### src/rtl/noc_pkg.sv
// Shared NoC router definitions: scheduler state encoding and link framing sizes.
package noc_pkg;

    typedef enum logic [1:0] {
        IDLE = 2'd0,
        SEND = 2'd1,
        GAP  = 2'd2
    } sched_state_t;

    localparam int PKT_BYTES = 4;
    localparam int BYTE_W    = 8;

endpackage

### src/rtl/out_port_sched_rr_arbiter.sv
// Winner select for the output-port scheduler: round-robin from last grant when
// OUT_PORT_SCHED_RR_EN is defined, otherwise fixed priority (lowest index wins).
module rr_arbiter #(
    parameter int NUM_REQ = 4,
    parameter int IDW     = $clog2(NUM_REQ)
) (
`ifdef OUT_PORT_SCHED_RR_EN
    input  logic               clk,
    input  logic               rst_b,
    input  logic               grant_en,
`endif
    input  logic [NUM_REQ-1:0] req_valid,
    output logic [IDW-1:0]     winner
);

`ifdef OUT_PORT_SCHED_RR_EN
    logic [IDW-1:0] last;
    logic [IDW-1:0] idx;
    logic           found;

    // Search begins one past the previous winner so every queue gets a turn.
    always_comb begin
        winner = '0;
        idx    = '0;
        found  = 1'b0;
        for (int k = 1; k <= NUM_REQ; k++) begin
            idx = IDW'((int'(last) + k) % NUM_REQ);
            if (!found && req_valid[idx]) begin
                winner = idx;
                found  = 1'b1;
            end
        end
    end

    always_ff @(posedge clk) begin
        if (rst_b) begin
            last <= IDW'(NUM_REQ - 1);
        end else if (grant_en) begin
            last <= winner;
        end
    end
`else
    always_comb begin
        winner = '0;
        for (int k = NUM_REQ - 1; k >= 0; k--) begin
            if (req_valid[k]) begin
                winner = IDW'(k);
            end
        end
    end
`endif

endmodule

### src/rtl/out_port_sched.sv
// NoC output-port scheduler: pops one queue per packet and serializes it MSB-first
// over the free/put link. Arbitration policy selected by OUT_PORT_SCHED_RR_EN.
module out_port_sched
    import noc_pkg::*;
#(
    parameter int NUM_REQ = 4,
    parameter int IDW     = $clog2(NUM_REQ)
) (
    input  logic                  clk,
    input  logic                  rst_b,
    input  logic [NUM_REQ-1:0]    req_valid,
    input  logic [NUM_REQ*32-1:0] req_pkt,
    output logic [NUM_REQ-1:0]    req_pop,
    input  logic                  free_outbound,
    output logic                  put_outbound,
    output logic [7:0]            payload_outbound,
    output logic [IDW-1:0]        grant_id,
    output logic                  busy
);

    localparam int PKT_W = PKT_BYTES * BYTE_W;

    sched_state_t     state;
    logic [PKT_W-1:0] pkt_buf;
    logic [1:0]       beat;
    logic [IDW-1:0]   winner;
    logic             grant;

    rr_arbiter #(
        .NUM_REQ (NUM_REQ),
        .IDW     (IDW)
    ) u_arb (
`ifdef OUT_PORT_SCHED_RR_EN
        .clk       (clk),
        .rst_b     (rst_b),
        .grant_en  (grant),
`endif
        .req_valid (req_valid),
        .winner    (winner)
    );

    // Pop is combinational so the fifo sees it on the same edge the packet is latched.
    assign grant = (state == IDLE) && (|req_valid) && free_outbound;

    always_comb begin
        req_pop = '0;
        if (grant) begin
            req_pop[winner] = 1'b1;
        end
    end

    assign put_outbound     = (state == SEND);
    assign payload_outbound = put_outbound ? pkt_buf[PKT_W-1 -: BYTE_W] : 8'h00;
    assign busy             = (state != IDLE);

    always_ff @(posedge clk) begin
        if (rst_b) begin
            state    <= IDLE;
            pkt_buf  <= '0;
            beat     <= '0;
            grant_id <= '0;
        end else begin
            case (state)
                IDLE: begin
                    if (grant) begin
                        state    <= SEND;
                        pkt_buf  <= req_pkt[int'(winner)*32 +: 32];
                        grant_id <= winner;
                        beat     <= '0;
                    end
                end
                SEND: begin
                    pkt_buf <= pkt_buf << BYTE_W;
                    beat    <= beat + 2'd1;
                    // GAP drops put before downstream resamples its registered free.
                    if (beat == 2'(PKT_BYTES - 1)) begin
                        state <= GAP;
                    end
                end
                GAP: begin
                    state <= IDLE;
                end
                default: begin
                    state <= IDLE;
                end
            endcase
        end
    end

endmodule

### config.mk
export PLATFORM = sky130hd
export DESIGN_NAME = out_port_sched
export DESIGN_NICKNAME = d
export VERILOG_FILES = /design/src/rtl/noc_pkg.sv /design/src/rtl/out_port_sched_rr_arbiter.sv /design/src/rtl/out_port_sched.sv
export SDC_FILE = /design/constraint.sdc
export NUM_CORES = 1
export LEC_CHECK = 0
export CORE_ASPECT_RATIO = 0.7
export CORE_MARGIN = 2
export CORE_UTILIZATION = 41
export CTS_BUF_LIST = sky130_fd_sc_hd__clkbuf_4
export CTS_CLUSTER_SIZE = 40
export DETAILED_ROUTE_END_ITERATION = 8
export PLACE_DENSITY_LB_ADDON = 0.3
export SYNTH_ARGS = -nofsm -noshare
export SYNTH_HDL_FRONTEND = slang
export SYNTH_SLANG_ARGS = --single-unit
### constraint.sdc
create_clock -name clk -period 2.4 [get_ports clk]
set_clock_uncertainty 0.15 [all_clocks]
set_input_delay 0.48 -clock clk [delete_from_list [all_inputs] [get_ports clk]]
set_output_delay 0.48 -clock clk [all_outputs]
set_load 0.01 [all_outputs]
-- Yosys cells after proc, flatten, opt, wreduce, memory -nomap -nowiden
Cells that the tools add are included.
- reductions and logical operators: 10
- order comparisons: 2
- mux-type cells: 15
- shift operators: 1
- add/sub/neg operators: 1
- equality and inequality tests: 4
- operators with widths (kind ; number):
    $shiftx A128 B8 Y32 ; 1
    $pmux W32 S2 ; 1
    $mux W32 ; 1
    $mux W2 ; 7
    $mux W8 ; 1
    $pmux W2 S2 ; 2
    $reduce_and A2 Y1 ; 3
    $mux W4 ; 1
    $reduce_bool A2 Y1 ; 2
    $reduce_or A4 Y1 ; 1
    $logic_and A1 B1 Y1 ; 3
    $lt A2 B3 Y1 const B ; 1
    $add A2 B1 Y2 const B ; 1
    $demux W1 S2 ; 1
    $eq A2 B1 Y1 const B ; 1
    $eq A2 B2 Y1 const B ; 1
    $ge A2 B1 Y1 const B ; 1
    $logic_not A2 Y1 ; 1
    $ne A2 B1 Y1 const B ; 1
    $ne A2 B2 Y1 const B ; 1
    $mux W1 ; 1
- word-level logic and storage cells: 37
- register bits after elaboration: 38
- output and inout bits: 16

-- Longest topological paths before layout
- word-level depth: 9
- depth in mapped cells: 7

-- By module
Synthesis repeated with hierarchy kept, for this count alone.
- cell total of the unflattened synthesis: 240
- area total of the unflattened synthesis: 2676.3 sq um
- by module, submodules not included (module ; cells each ; area an instance (sq um) ; seq. area each (sq um) ; instances):
    out_port_sched ; 235 ; 2648.8 ; 760.7 ; 1
    rr_arbiter ; 5 ; 27.5 ; 0.0 ; 1

-- Worst setup path before layout
OpenSTA, ideal clock, no wires.
- path kind: input -> output
- start point: input free_outbound
- end point: output req_pop[3]
- stages: 5
- data arrival time: 1394 ps
- setup slack: 376 ps
- cells stage by stage: or3b_1 -> buf_6 -> nor2_4 -> buf_4 -> and2_1
- longest elaborated chain between the ends: 2
- ends and longest elaborated chain (element ; RTL line ; RTL):
    from (decl) ; out_port_sched.sv:14 ; input logic free_outbound,
    $logic_and A1 B1 Y1 ; out_port_sched.sv:43 ; assign grant = (state == IDLE) && (|req_valid) && free_outbound;
    $mux W4 ; out_port_sched.sv:47 ; if (grant) begin
    to (decl) ; out_port_sched.sv:13 ; output logic [NUM_REQ-1:0] req_pop,
No other way between the ends.

-- Worst setup path in the final report
- start point: input free_outbound
- end point: output req_pop[1]
The elaborated chain is that of the path after synthesis.

==> summary.txt <==
Routing
  • DR vias/cell: 5.69
  • Final ANT Viol Nets: 0
  • Total number of vias: 3,392
  • Routed WL per cell: between 15 and 20 um
  • DRT Wirelength: slightly above 10 mm
  • Detailed Route Iter0 Violations: around 230
  • DR DRC count: 0
  • DR pass1 iterations: 4

Critical path
  • WP data required: 1770 ps
  • FF-to-FF End: pkt_buf[21]$_SDFFE_PP0P_
  • Worst EP arrival: roughly 1700 ps
  • Startpoint class of the critical path: input pin
  • Setup CP Type: in -> out
  • Max FO, Critical Path: 4
  • R2R Setup Slk: between 400 and 500 ps
  • Reg2Reg Launch Point: state[0]$_SDFFE_PP0P_
  • Worst R2R Path Depth: 6
  • Worst setup EP type: output port

Status
  • Status: finished, final reports clean

Synth
  • Cell Area, Synth: roughly 0.0029 mm2
  • EDFF count, synth: 0
  • Async S/R FF share, synth: 0
  • Mean post-synth cell area: around 8.4 um2
  • Post-Syn Instances: 351
  • Sequential share of the synthesized area: 0.259
  • Post-Syn Nets: roughly 490
  • Seq cells post-synth: 38
  • Post-synth top flop: dfxtp_1
  • Count of different cell masters after synthesis: 36
  • Synthesis Warnings: 0

Final layout
  • Final Util: 0.687
  • ANT cells: 0
  • Nets: 637
  • Area Growth Syn to Fin: 60.4%
  • Final instance area: 0.00471 mm2
  • Layout cell share with drive strength beyond 1: 0.167

STA
  • Slew HR: 0.608
  • Min cycle time layout: 2360 ps
  • Least-Margin Pin Slew: around 600 ps
  • RSZ-0062 raised after global routing: no
  • Max frequency: around 420 MHz
  • Final Slew Violations: 0
  • Endpoints failing setup: 0
  • Fin crit share: 0.985
  • Final hold violation count: 0

Floorplanning
  • # rows: 25
  • Core area: a little under 0.007 mm2
  • Die footprint: ~0.0079 mm2
  • Ports: between 150 and 200
  • Die height: 74.8 um
  • Starting Density: 0.428
  • Die X: between 100 and 150 um

Clock network
  • Root Buffer: clkbuf_4
  • # clock sinks: 38
  • CTS tree: built
  • Clock transition at the registers of the reported paths: about 110 ps
  • Skew-Pair Late Insertion Delay: roughly 340 ps
  • Total CTS buffers: 5
  • H-Tree Depth: 2
  • Clk buf depth: 2

Run
  • Max-Cap Viols: 0

Placed design
  • RD Place Congestion: 0.925
  • PortBufs: 150
  • Hpwl dp: approximately 7.8 mm
  • DP Area: between 0.004 and 0.005 mm2

Hold path
  • Worst hold start: pkt_buf[29]$_SDFFE_PP0P_
  • Hold Path Sink: pkt_buf[29]$_SDFFE_PP0P_
  • HP Class: reg -> reg
  • Hold path cells: 2

Global routing
  • First-pass GRT wire length: around 17 mm
  • Grt total ovfl: 0
  • All-Layer GR Usage: 0.265
  • Largest net degree at the start of global routing: 42
  • Vias in the first global route: between 3,000 and 4,000
  • Initial antenna violation count: 0

Pwr
  • Worst VDD drop: roughly 190 uV
  • Leakage power: 1.83 nW
  • Pwr/cell area: 384 mW/mm2
[flip-flops by register name (all words and copies together) (netlist names)]
| signal | cells |
|---|---|
| pkt_buf | 32 |
| beat | 2 |
| grant_id | 2 |
| state | 2 |
[Yosys cell counts, types with 2 or more instances]
cell / number / area share
o32ai_2: 10 / 0.055
and2_1: 10 / 0.021
o32ai_1: 14 / 0.042
nor2b_1: 2 / 0.0043
buf_6: 2 / 0.0077
o211ai_1: 24 / 0.061
nand2_1: 50 / 0.064
nand2b_1: 26 / 0.055
a21oi_2: 10 / 0.030
a21oi_1: 15 / 0.026
buf_2: 10 / 0.017
a221oi_1: 22 / 0.066
inv_1: 2 / 0.0026
o21ai_0: 8 / 0.014
dfxtp_1: 38 / 0.26
a221oi_2: 2 / 0.010
nor2_1: 13 / 0.017
buf_4: 11 / 0.028
clkbuf_1: 17 / 0.022
nor3_1: 2 / 0.0034
a22o_1: 32 / 0.096
a22oi_1: 16 / 0.041
inv_2: 2 / 0.0026
[per-stage QoR]
stage / total power, mW / setup slack (ps) / hold slack (ps) / setup TNS, ps / cells
6_report: 1.81 / 35.4 / 346 / 0 / 596
5_1_grt: 1.91 / 2.45 / 360 / 0 / 596
4_1_cts: 1.81 / 0.945 / 343 / 0 / 594
3_5_place_dp: 1.48 / -387 / 325 / -8420 / 582
3_3_place_gp: 1.47 / -386 / 319 / -7460 / 582
2_1_floorplan: 1.12 / 376 / 298 / 0 / 351
[worst max-delay path, cell delays in order]
cell and delay, ps:
clkdlybuf4s50_1 440, or3b_4 420, nor3_4 140, clkdlybuf4s15_2 250
[worst max path at each step]
stage | cells past startpoint | slack (ps) | startpoint | to
after detailed placement | 5 | -390 | free_outbound | req_pop[0]
final | 4 | 40 | free_outbound | req_pop[1]
after global routing | 5 | 2 | state[0]$_SDFFE_PP0P_ | payload_outbound[3]
after floorplan | 5 | 380 | free_outbound | req_pop[3]
after global placement | 5 | -390 | free_outbound | req_pop[2]
after CTS | 5 | 0.9 | state[0]$_SDFFE_PP0P_ | payload_outbound[4]
[cells in the final DEF, fill, tap and decap left out, types with 2 or more instances in the layout]
| cell | instances |
|---|---|
| o211ai_1 | 24 |
| nor2_4 | 2 |
| o32ai_2 | 10 |
| a21oi_1 | 15 |
| dfxtp_1 | 37 |
| buf_4 | 28 |
| nor2_2 | 2 |
| o21ai_0 | 8 |
| a22o_1 | 32 |
| buf_12 | 5 |
| o32ai_1 | 14 |
| clkbuf_4 | 6 |
| clkdlybuf4s50_1 | 135 |
| and2_1 | 10 |
| nand2_1 | 50 |
| dlymetal6s2s_1 | 6 |
| a21oi_2 | 10 |
| a221oi_1 | 22 |
| inv_1 | 2 |
| dlygate4sd2_1 | 3 |
| buf_2 | 5 |
| a221oi_2 | 2 |
| nor2_1 | 11 |
| a22oi_1 | 16 |
| nand2b_1 | 26 |
[cell type report]
type	count	area, um2
clock inverter	2	8.76
sequential	38	762
inverter	4	17.5
timing repair buffer	184	1810
tap	94	118
clock buffer	6	45.0
multi-input combinational	268	1950
fill	543	2140
[repair_timing]
| action | CTS | global route |
|---|---|---|
| pin swaps | 1 | 0 |
| setup buffers | 4 | 2 |
| gates cloned | 0 | 0 |
| setup endpoints to repair | 13 | 27 |
| gates resized for setup | 22 | 10 |
| hold endpoints to repair | 0 | 0 |
| hold buffers | 0 | 0 |
[metal layers]
metal | vias to the layer above | track usage | wire (um)
li1 | 1657 | - | -
met1 | 1578 | 0.361 | 4910
met2 | 150 | 0.439 | 4500
met3 | 7 | 0.0658 | 862
met4 | 0 | 0.0459 | 70
met5 | - | 0 | 0
[power by group]
part | leakage, nW | switching, mW | internal [mW]
sequential | 0.312 | 0.0347 | 0.684
clock | 0.0331 | 0.200 | 0.121
combinational | 1.49 | 0.331 | 0.434
[logic make-up (layout without fill, tap and decap cells)]
group | after synthesis | after routing | synth area share
compound gates | 155 | 155 | 0.449
simple gates | 110 | 110 | 0.194
buf+inv | 45 | 196 | 0.0866
flops | 38 | 38 | 0.259
mux | 2 | 2 | 0.00725
fa+ha+maj | 1 | 1 | 0.00426
(Power assumes the default switching activity.)
